<file path="src/rtl/pg_stage_pkg.sv">
`default_nettype none
// ============================================================================
//  Module      : pg_stage_pkg
//  Description : Shared constants and state encoding for the registered
//                generate/propagate stage of the prefix adder.
//  Revision    : 1.0  initial release
// ============================================================================
package pg_stage_pkg;

   // Operand width used when the instantiating level does not override it
   localparam int DEFAULT_WIDTH = 16;

   // Occupancy of the two-entry skid buffer
   typedef enum logic [1:0] {
      EMPTY = 2'd0,   // main register invalid
      ONE   = 2'd1,   // main valid, skid empty
      FULL  = 2'd2    // main and skid both valid
   } pg_state_t;

endpackage : pg_stage_pkg
`default_nettype wire

</file>
<file path="src/rtl/pg_cell.sv">
`default_nettype none
// ============================================================================
//  Module      : pg_cell
//  Description : One-bit generate/propagate cell. With cin_en_bit set, the
//                carry-in is folded into the generate term so the bit behaves
//                as if the carry were generated locally.
//  Revision    : 1.0  initial release
// ============================================================================
module pg_cell (
   input  logic a,
   input  logic b,
   input  logic cin_en_bit,
   input  logic cin,
   output logic gen,
   output logic prop
);

   // Propagate is the half-sum; generate optionally absorbs the carry-in
   always_comb begin
      prop = a ^ b;
      gen  = (a & b) | (cin_en_bit & (a ^ b) & cin);
   end

endmodule : pg_cell
`default_nettype wire

</file>
<file path="src/rtl/pg_generate_stage.sv">
`default_nettype none
// ============================================================================
//  Module      : pg_generate_stage
//  Description : Registered bit-level generate/propagate stage. Operands
//                arrive over valid/ready; gen/prop vectors leave through a
//                main output register backed by one skid register so that
//                in_ready is a pure register output (no path from out_ready).
//                Optional carry-in support: define PG_STAGE_CARRY_IN_EN.
//  Revision    : 1.0  initial release
// ============================================================================
module pg_generate_stage
   import pg_stage_pkg::*;
#(
   parameter int WIDTH = DEFAULT_WIDTH
) (
   input  logic             clk,
   input  logic             rst_n,
   input  logic             in_valid,
   output logic             in_ready,
   input  logic [WIDTH-1:0] in_a,
   input  logic [WIDTH-1:0] in_b,
`ifdef PG_STAGE_CARRY_IN_EN
   input  logic             in_cin,
`endif
   output logic             out_valid,
   input  logic             out_ready,
   output logic [WIDTH-1:0] out_gen,
`ifdef PG_STAGE_CARRY_IN_EN
   output logic             out_cin,
`endif
   output logic [WIDTH-1:0] out_prop
);

   pg_state_t        state_q, state_d;
   logic             in_ready_q, in_ready_d;
   logic             out_valid_q, out_valid_d;
   logic [WIDTH-1:0] main_gen_q, main_gen_d;
   logic [WIDTH-1:0] main_prop_q, main_prop_d;
   logic [WIDTH-1:0] skid_gen_q, skid_gen_d;
   logic [WIDTH-1:0] skid_prop_q, skid_prop_d;

   logic             in_fire;
   logic             out_fire;
   logic             load_main_in;    // main <= freshly computed pg
   logic             load_main_skid;  // main <= skid
   logic             load_skid_in;    // skid <= freshly computed pg
   logic             cin_in;
   logic [WIDTH-1:0] pg_gen;
   logic [WIDTH-1:0] pg_prop;

`ifdef PG_STAGE_CARRY_IN_EN
   assign cin_in = in_cin;
`else
   assign cin_in = 1'b0;
`endif

   // Bitwise generate/propagate; only bit 0 folds in the carry-in
   generate
      for (genvar i = 0; i < WIDTH; i++) begin : g_cell
         pg_cell u_cell (
            .a          (in_a[i]),
            .b          (in_b[i]),
            .cin_en_bit ((i == 0) ? 1'b1 : 1'b0),
            .cin        (cin_in),
            .gen        (pg_gen[i]),
            .prop       (pg_prop[i])
         );
      end
   endgenerate

   assign in_fire  = in_valid & in_ready_q;
   assign out_fire = out_valid_q & out_ready;

   // Occupancy next-state and register load enables
   always_comb begin
      state_d        = state_q;
      load_main_in   = 1'b0;
      load_main_skid = 1'b0;
      load_skid_in   = 1'b0;
      case (state_q)
         EMPTY: begin
            if (in_fire) begin
               state_d      = ONE;
               load_main_in = 1'b1;
            end
         end
         ONE: begin
            if (in_fire && out_fire) begin
               load_main_in = 1'b1;
            end else if (in_fire) begin
               state_d      = FULL;
               load_skid_in = 1'b1;
            end else if (out_fire) begin
               state_d = EMPTY;
            end
         end
         FULL: begin
            // in_ready is low here, so only the drain side can move
            if (out_fire) begin
               state_d        = ONE;
               load_main_skid = 1'b1;
            end
         end
         default: begin
            state_d = EMPTY;
         end
      endcase
      // Handshake flags are registered copies derived from the next state
      in_ready_d  = (state_d != FULL);
      out_valid_d = (state_d != EMPTY);
   end

   // Data path next values for the main and skid registers
   always_comb begin
      main_gen_d  = main_gen_q;
      main_prop_d = main_prop_q;
      skid_gen_d  = skid_gen_q;
      skid_prop_d = skid_prop_q;
      if (load_main_in) begin
         main_gen_d  = pg_gen;
         main_prop_d = pg_prop;
      end else if (load_main_skid) begin
         main_gen_d  = skid_gen_q;
         main_prop_d = skid_prop_q;
      end
      if (load_skid_in) begin
         skid_gen_d  = pg_gen;
         skid_prop_d = pg_prop;
      end
   end

   // State, handshake and data registers with asynchronous clear
   always_ff @(posedge clk or negedge rst_n) begin
      if (!rst_n) begin
         state_q     <= EMPTY;
         in_ready_q  <= 1'b1;
         out_valid_q <= 1'b0;
         main_gen_q  <= '0;
         main_prop_q <= '0;
         skid_gen_q  <= '0;
         skid_prop_q <= '0;
      end else begin
         state_q     <= state_d;
         in_ready_q  <= in_ready_d;
         out_valid_q <= out_valid_d;
         main_gen_q  <= main_gen_d;
         main_prop_q <= main_prop_d;
         skid_gen_q  <= skid_gen_d;
         skid_prop_q <= skid_prop_d;
      end
   end

`ifdef PG_STAGE_CARRY_IN_EN
   logic main_cin_q, main_cin_d;
   logic skid_cin_q, skid_cin_d;

   // Carry-in travels with its operand pair through main and skid
   always_comb begin
      main_cin_d = main_cin_q;
      skid_cin_d = skid_cin_q;
      if (load_main_in) begin
         main_cin_d = in_cin;
      end else if (load_main_skid) begin
         main_cin_d = skid_cin_q;
      end
      if (load_skid_in) begin
         skid_cin_d = in_cin;
      end
   end

   // Carry-in registers share the data registers' reset behaviour
   always_ff @(posedge clk or negedge rst_n) begin
      if (!rst_n) begin
         main_cin_q <= 1'b0;
         skid_cin_q <= 1'b0;
      end else begin
         main_cin_q <= main_cin_d;
         skid_cin_q <= skid_cin_d;
      end
   end

   assign out_cin = main_cin_q;
`endif

   assign in_ready  = in_ready_q;
   assign out_valid = out_valid_q;
   assign out_gen   = main_gen_q;
   assign out_prop  = main_prop_q;

endmodule : pg_generate_stage
`default_nettype wire

</file>
<file path="config.mk">
export PLATFORM = sky130hd
export DESIGN_NAME = pg_generate_stage
export DESIGN_NICKNAME = d
export VERILOG_FILES = /design/src/rtl/pg_stage_pkg.sv /design/src/rtl/pg_cell.sv /design/src/rtl/pg_generate_stage.sv
export SDC_FILE = /design/constraint.sdc
export NUM_CORES = 1
export LEC_CHECK = 0
export BUFFER_PORTS_ARGS = -buffer_cell sky130_fd_sc_hd__buf_2
export CAP_MARGIN = 5
export CORE_UTILIZATION = 58
export CTS_CLUSTER_SIZE = 40
export DETAILED_ROUTE_END_ITERATION = 6
export GPL_TIMING_DRIVEN = 0
export PLACE_DENSITY = 0.84
export SLEW_MARGIN = 20
export SYNTH_ARGS = -nofsm -noshare
export SYNTH_HDL_FRONTEND = slang
export SYNTH_HIERARCHICAL = 1
export SYNTH_SLANG_ARGS = --single-unit
</file>
<file path="constraint.sdc">
create_clock -name clk -period 2.2 [get_ports clk]
set_input_delay 0.44 -clock clk [delete_from_list [all_inputs] [get_ports clk]]
set_output_delay 0.44 -clock clk [all_outputs]
set_load 0.05 [all_outputs]
</file>
==> results.cfg, run 1 <==
[outcome]
status = finished clean

[grt]
grt_pass1_vias = 2380
grtUsageTotal_pct = 25.26
antenna_found_initial = 0
gr-total-overflow = 0
grt_pass1_wl_mm = 11.03
grt_max_degree = 60

[floorplan]
die_area_mm2 = 0.005779
io_pins = 70
fp.dieW_um = 76.02
initial_core_util_pct = 61.06
rows = 26
core_area_mm2 = 0.005205
fp.dieH_um = 76.02

[detailed_routing]
ant_nets = 0
first_iter_violations = 139
wl_per_cell_um = 15.71
drtPass1Iterations = 4
drc = 0
avgViaCountPerCell = 5.421
wirelength_mm = 6.535
vias = 2255

[final_layout]
stdcell_area_mm2 = 0.003933
final_cell_mix = buf_2 (69), dfrtp_1 (67), and2_1 (34)
n_fill_cell = 348
drive_gt1_share_pct = 38.73
antenna_cells = 0
syn_to_final_growth_pct = 23.74
fin_util_pct = 75.55
nets = 394
layout_commonest_cell = buf_2

[yosys]
ys_seq_area_share_pct = 53.58
synth.avg_cell_area_um2 = 13.82
yosysWarnings = 6
syn_area_mm2 = 0.003178
synth_edf_count = 0
synth_ff_type = dfrtp_1
yosys_register_bits = 68
ys_async_sr_fraction_pct = 100.0
synthCells = 230
ys_types = 24

[pwr]
sequentialPowerShare_pct = 36.4
p_leak_nw = 1.976
pwr_density_cell_mw_per_mm2 = 1537
power.switching_mw = 2.612
swShare_pct = 43.20
peakVddDrop_mv = 0.9730
internal-power_mw = 3.434
power_frac_comb_pct = 48.7
p_clk_share_pct = 14.9

[sta]
fmax_mhz = 594.9
maxSlewViolCount = 0
fin_crit_ns = 1.681
setup_viol = 0
hold_violations = 0
rsz0062_at_grt = no
finalSetupTns_ns = 0
finClkSkew_ns = 0.005399
fin_crit_sh_pct = 76.41

[clock_network]
numCtsBuffers = 9
clk_latency_ns = 0.34
cts_tree = built
root_buffer = clkbuf_8
clk_pin_slew_ns = 0.07
postCtsSetupBuffers = 0
clockBufferDepth = 2
clock_sinks = 68
htree_levels = 3

[worst_setup_path]
slowest_delay_ns = 0.55
ff2ff_path_depth = 4
rr_startpoint = in_ready
cp_max_fo = 10
r2r_end = skid_gen_q[11]
start_kind = register
path_cells = and3b_2 > nand3_2 > buf_2 > mux2_2
worstSetupPathType = reg2reg
worstSetupStartpoint = in_ready
endpoint_kind = register
required_ns = 2.43
critical_path.top_delay_family = flip-flops
cp.depth = 4
cp-endpoint = skid_gen_q[11]
critical_path_buf_inv_count = 1
slowest_stage = dfstp_2
worstPathArrival_ns = 1.91
reg2reg_slack_ns = 0.52

[placed_design]
numPortBuffers = 69
place_hpwl_mm = 4.704
routabilityCongestion = 0.8099
placed_area_mm2 = 0.003754

[worst_hold_path]
hp-class = in2reg

[flow_run]
drv_cap = 0
layer usage:
metal  GRT usage, %  wire length [um]  up-vias
li1               -                 -     1072
met3          6.228               285        6
met5              0                 0        -
met4          10.77                88        0
met1          30.87              2849     1118
met2          42.82              3311       59
cells in the mapped netlist, types with 2 or more instances:
master	n	area, um^2
a221o_1	32	320.3
conb_1	2	7.510
clkbuf_1	3	11.26
a31o_1	16	140.1
buf_6	4	45.04
and2_1	34	212.7
dfrtp_1	67	1677
o21ai_0	2	10.01
ha_1	16	200.2
mux2_2	33	371.6
buf_4	5	37.54
nand2_1	4	15.01
sequential cells by signal, summed over array words and instances, names as in the netlist:
signal and count:
skid_gen_q 16, out_valid 1, out_prop 16, state_q 2, out_gen 16, skid_prop_q 16
in_ready 1
worst register-to-register path, stage by stage (launching register included):
cell and delay (ns):
dfstp_2 0.55, and3b_2 0.25, nand3_2 0.21, buf_2 0.27
mux2_2 0.30
what timing repair did:
item | 4_1_cts | 5_1_grt
hold buffers | 1 | 0
endpoints found under the hold margin | 9 | 0
gates resized for setup | 0 | 0
per-stage QoR:
stage	setup slack, ns	hold WS (ns)	std cells	power [mW]
2_1_floorplan	0.4845	0.1444	260	4.453
3_3_place_gp	0.3907	0.4774	399	5.059
3_5_place_dp	0.4159	0.2853	400	5.172
4_1_cts	0.5036	0.4352	416	6.084
5_1_grt	0.4520	0.4728	416	6.364
6_report	0.5190	0.4528	416	6.045
worst min-delay path by stage:
| stage | from | endpoint | slack (ns) | depth (start not counted) |
|---|---|---|---|---|
| 2_1_floorplan | rst_n | out_gen[0] | 0.14 | 0 |
| 3_3_place_gp | skid_prop_q[6] | skid_prop_q[6] | 0.48 | 1 |
| 3_5_place_dp | rst_n | out_prop[3] | 0.29 | 1 |
| 4_1_cts | out_ready | state_q[1] | 0.44 | 4 |
| 5_1_grt | rst_n | out_prop[6] | 0.47 | 2 |
| 6_report | out_ready | state_q[1] | 0.45 | 4 |
cell type report:
class	count	area, um^2	area share [%]
Sequential cell	68	1703	43.30
Multi-Input combinational cell	179	1489	37.86
Timing Repair Buffer	71	385.4	9.800
Clock buffer	13	158.9	4.041
Buffer	13	98.84	2.514
Tap cell	70	87.58	2.227
Clock inverter	2	10.01	0.2545
power by group through the flow:
stage	registers [mW]	logic, mW	clock network (mW)
6_report	2.20	2.94	0.903
3_3_place_gp	2.18	2.88	0
5_1_grt	2.27	3.11	0.979
3_5_place_dp	2.21	2.96	0
2_1_floorplan	3.21	1.25	0
4_1_cts	2.19	2.96	0.928
kinds of logic (layout without fill, tap and decap cells):
group | count (synthesis) | in the layout | synth area share (%)
simple gates | 45 | 45 | 9.173
compound gates | 53 | 53 | 15.91
other cells | 2 | 32 | 0.2363
mux | 33 | 33 | 11.69
fa+ha+maj | 16 | 16 | 6.299
buf+inv | 13 | 99 | 3.110
flops | 68 | 68 | 53.58
Note: power is estimated with default switching activity, not from simulation.
==> run 2, diff against run 1 <==
- ABC_AREA: unset -> 1
- CORE_UTILIZATION: 58 -> 54
- PLACE_DENSITY: 0.84 -> 0.79
- clock period: 2.2 -> 1.7 ns (I/O delays scaled with it)
==> results.cfg, run 2 <==
[outcome]
status = finished clean

[yosys]
yosysWarnings = 6
yosys_register_bits = 68
ys_seq_area_share_pct = 51.13
ys_types = 17
ys_async_sr_fraction_pct = 100.0
synth.largest_area_cell = dfrtp_1
synth_ff_type = dfrtp_1
synth.most_common_cell = nand3_1
synthCells = 400
synth_edf_count = 0
synth.avg_cell_area_um2 = 8.327
netlist_top_cells_area = dfrtp_1 (50%), nand3_1 (17%), nand2_1 (10%)
synth_top_area_share_pct = 50.34
netlist_top_cells_count = nand3_1 (115), nand2_1 (89), dfrtp_1 (67), inv_1 (52), o21ai_1 (30)
syn_area_mm2 = 0.003331

[clock_network]
root_buffer = clkbuf_8
clockBufferDepth = 2
htree_levels = 3
clock_sinks = 68
postCtsResizedCells = 0
clk_latency_ns = 0.33
numCtsBuffers = 9
clk_pin_slew_ns = 0.08
cts_tree = built

[floorplan]
core_area_mm2 = 0.005921
rows = 28
io_pins = 70
die_area_mm2 = 0.006486
initial_core_util_pct = 56.26
fp.dieW_um = 80.54
fp.dieH_um = 80.54

[sta]
setup_viol = 0
fmax_mhz = 637.5
rsz0062_at_grt = no
fin_crit_sh_pct = 92.27
fin_hold_ws_ns = 0.3697
maxSlewViolCount = 0
finalSetupTns_ns = 0
fin_ws_ns = 0.1314
finClkSkew_ns = 0.008044
fin_crit_ns = 1.569
hold_violations = 0

[final_layout]
drive_gt1_share_pct = 20.31
stdcell_area_mm2 = 0.004091
fin_util_pct = 69.10
layout_commonest_cell = nand3_1
instances_no_fill = 592
syn_to_final_growth_pct = 22.84
final_cell_mix = nand3_1 (115), nand2_1 (89), buf_2 (77)
antenna_cells = 0
nets = 564

[worst_setup_path]
required_ns = 1.92
cp_max_fo = 10
path_cells = nand2_1 > nor2_4 > nand3_1 > buf_4 > buf_4 > nand2_1 > o21ai_1
start_kind = register
slowest_stage = dfstp_2
slowest_delay_ns = 0.53
worstPathArrival_ns = 1.79
worstSetupPathType = reg2reg
endpoint_kind = register

[pwr]
p_leak_nw = 2.281
pwr_density_cell_mw_per_mm2 = 1827
finalPower_mw = 7.475
peakVddDrop_mv = 1.058

[grt]
grt_pass1_wl_mm = 12.70
grt_max_degree = 60
gr-total-overflow = 0
grt_pass1_vias = 2732
antenna_found_initial = 0
grtUsageTotal_pct = 25.87

[placed_design]
dp_cells = 575
routabilityCongestion = 0.8020
place_hpwl_mm = 5.441
numPortBuffers = 69
pre_cts_slack_ns = 0.1291
placed_area_mm2 = 0.003913

[detailed_routing]
avgViaCountPerCell = 4.958
first_iter_violations = 209
drc = 0
ant_nets = 0
vias = 2935
wirelength_mm = 7.423
drtPass1Iterations = 4
wl_per_cell_um = 12.54

[flow_run]
drv_cap = 0

[worst_hold_path]
hp-class = in2async
-- run 2: worst paths after layout --
path / startpoint / end / slack, ns / cells after the start
min in group clk: out_ready / state_q[1] / 0.40 / 4
min: rst_n / out_prop[7] / 0.37 / 2
min reg2reg: skid_gen_q[10] / out_gen[10] / 0.49 / 2
max in group asynchronous: rst_n / skid_gen_q[11] / 0.81 / 3
max: in_ready / skid_prop_q[13] / 0.13 / 7
max reg2reg: in_ready / skid_prop_q[13] / 0.13 / 7
-- run 2: final cells by class --
cell class / count / area (um^2)
Buffer: 22 / 127.6
Clock buffer: 11 / 141.4
Clock inverter: 5 / 27.53
Fill cell: 522 / 1829
Inverter: 53 / 198.9
Multi-Input combinational cell: 287 / 1414
Sequential cell: 68 / 1703
Tap cell: 75 / 93.84
Timing Repair Buffer: 71 / 385.4
-- run 2: cell families (layout without fill, tap and decap cells) --
group,Yosys count,in the layout,synth area share [%]
fa+ha+maj,16,16,6.010
compound gates,32,32,4.808
other cells,2,32,0.2255
flops,68,68,51.13
buf+inv,75,162,9.805
simple gates,207,207,28.02
-- run 2: worst max-delay path: cells and delay by family (launching register included) --
family	cells	cell delay, ns
and+or+nand+nor	4	0.49
AOI/OAI and AO/OA	1	0.07
buffers and inverters	2	0.37
DFF	1	0.53
-- run 2: timing repair --
action / 4_1_cts / 5_1_grt
hold buffers: 1 / 0
buffers inserted: 0 / 0
setup endpoints to repair: 0 / 0
endpoints found under the hold margin: 8 / 0
-- run 2: routing by layer --
layer  GRT usage [%]  part of all wire [%]
met5               0                     0
met4           6.429                  0.92
met3           6.477                   5.0
met2           41.10                    48
met1           35.36                    46
-- run 2: report_power, final --
group / total (mW) / internal (mW) / switching [mW]
Clock: 1.16 / 0.559 / 0.601
Sequential: 2.78 / 2.38 / 0.404
Combinational: 3.53 / 0.957 / 2.58
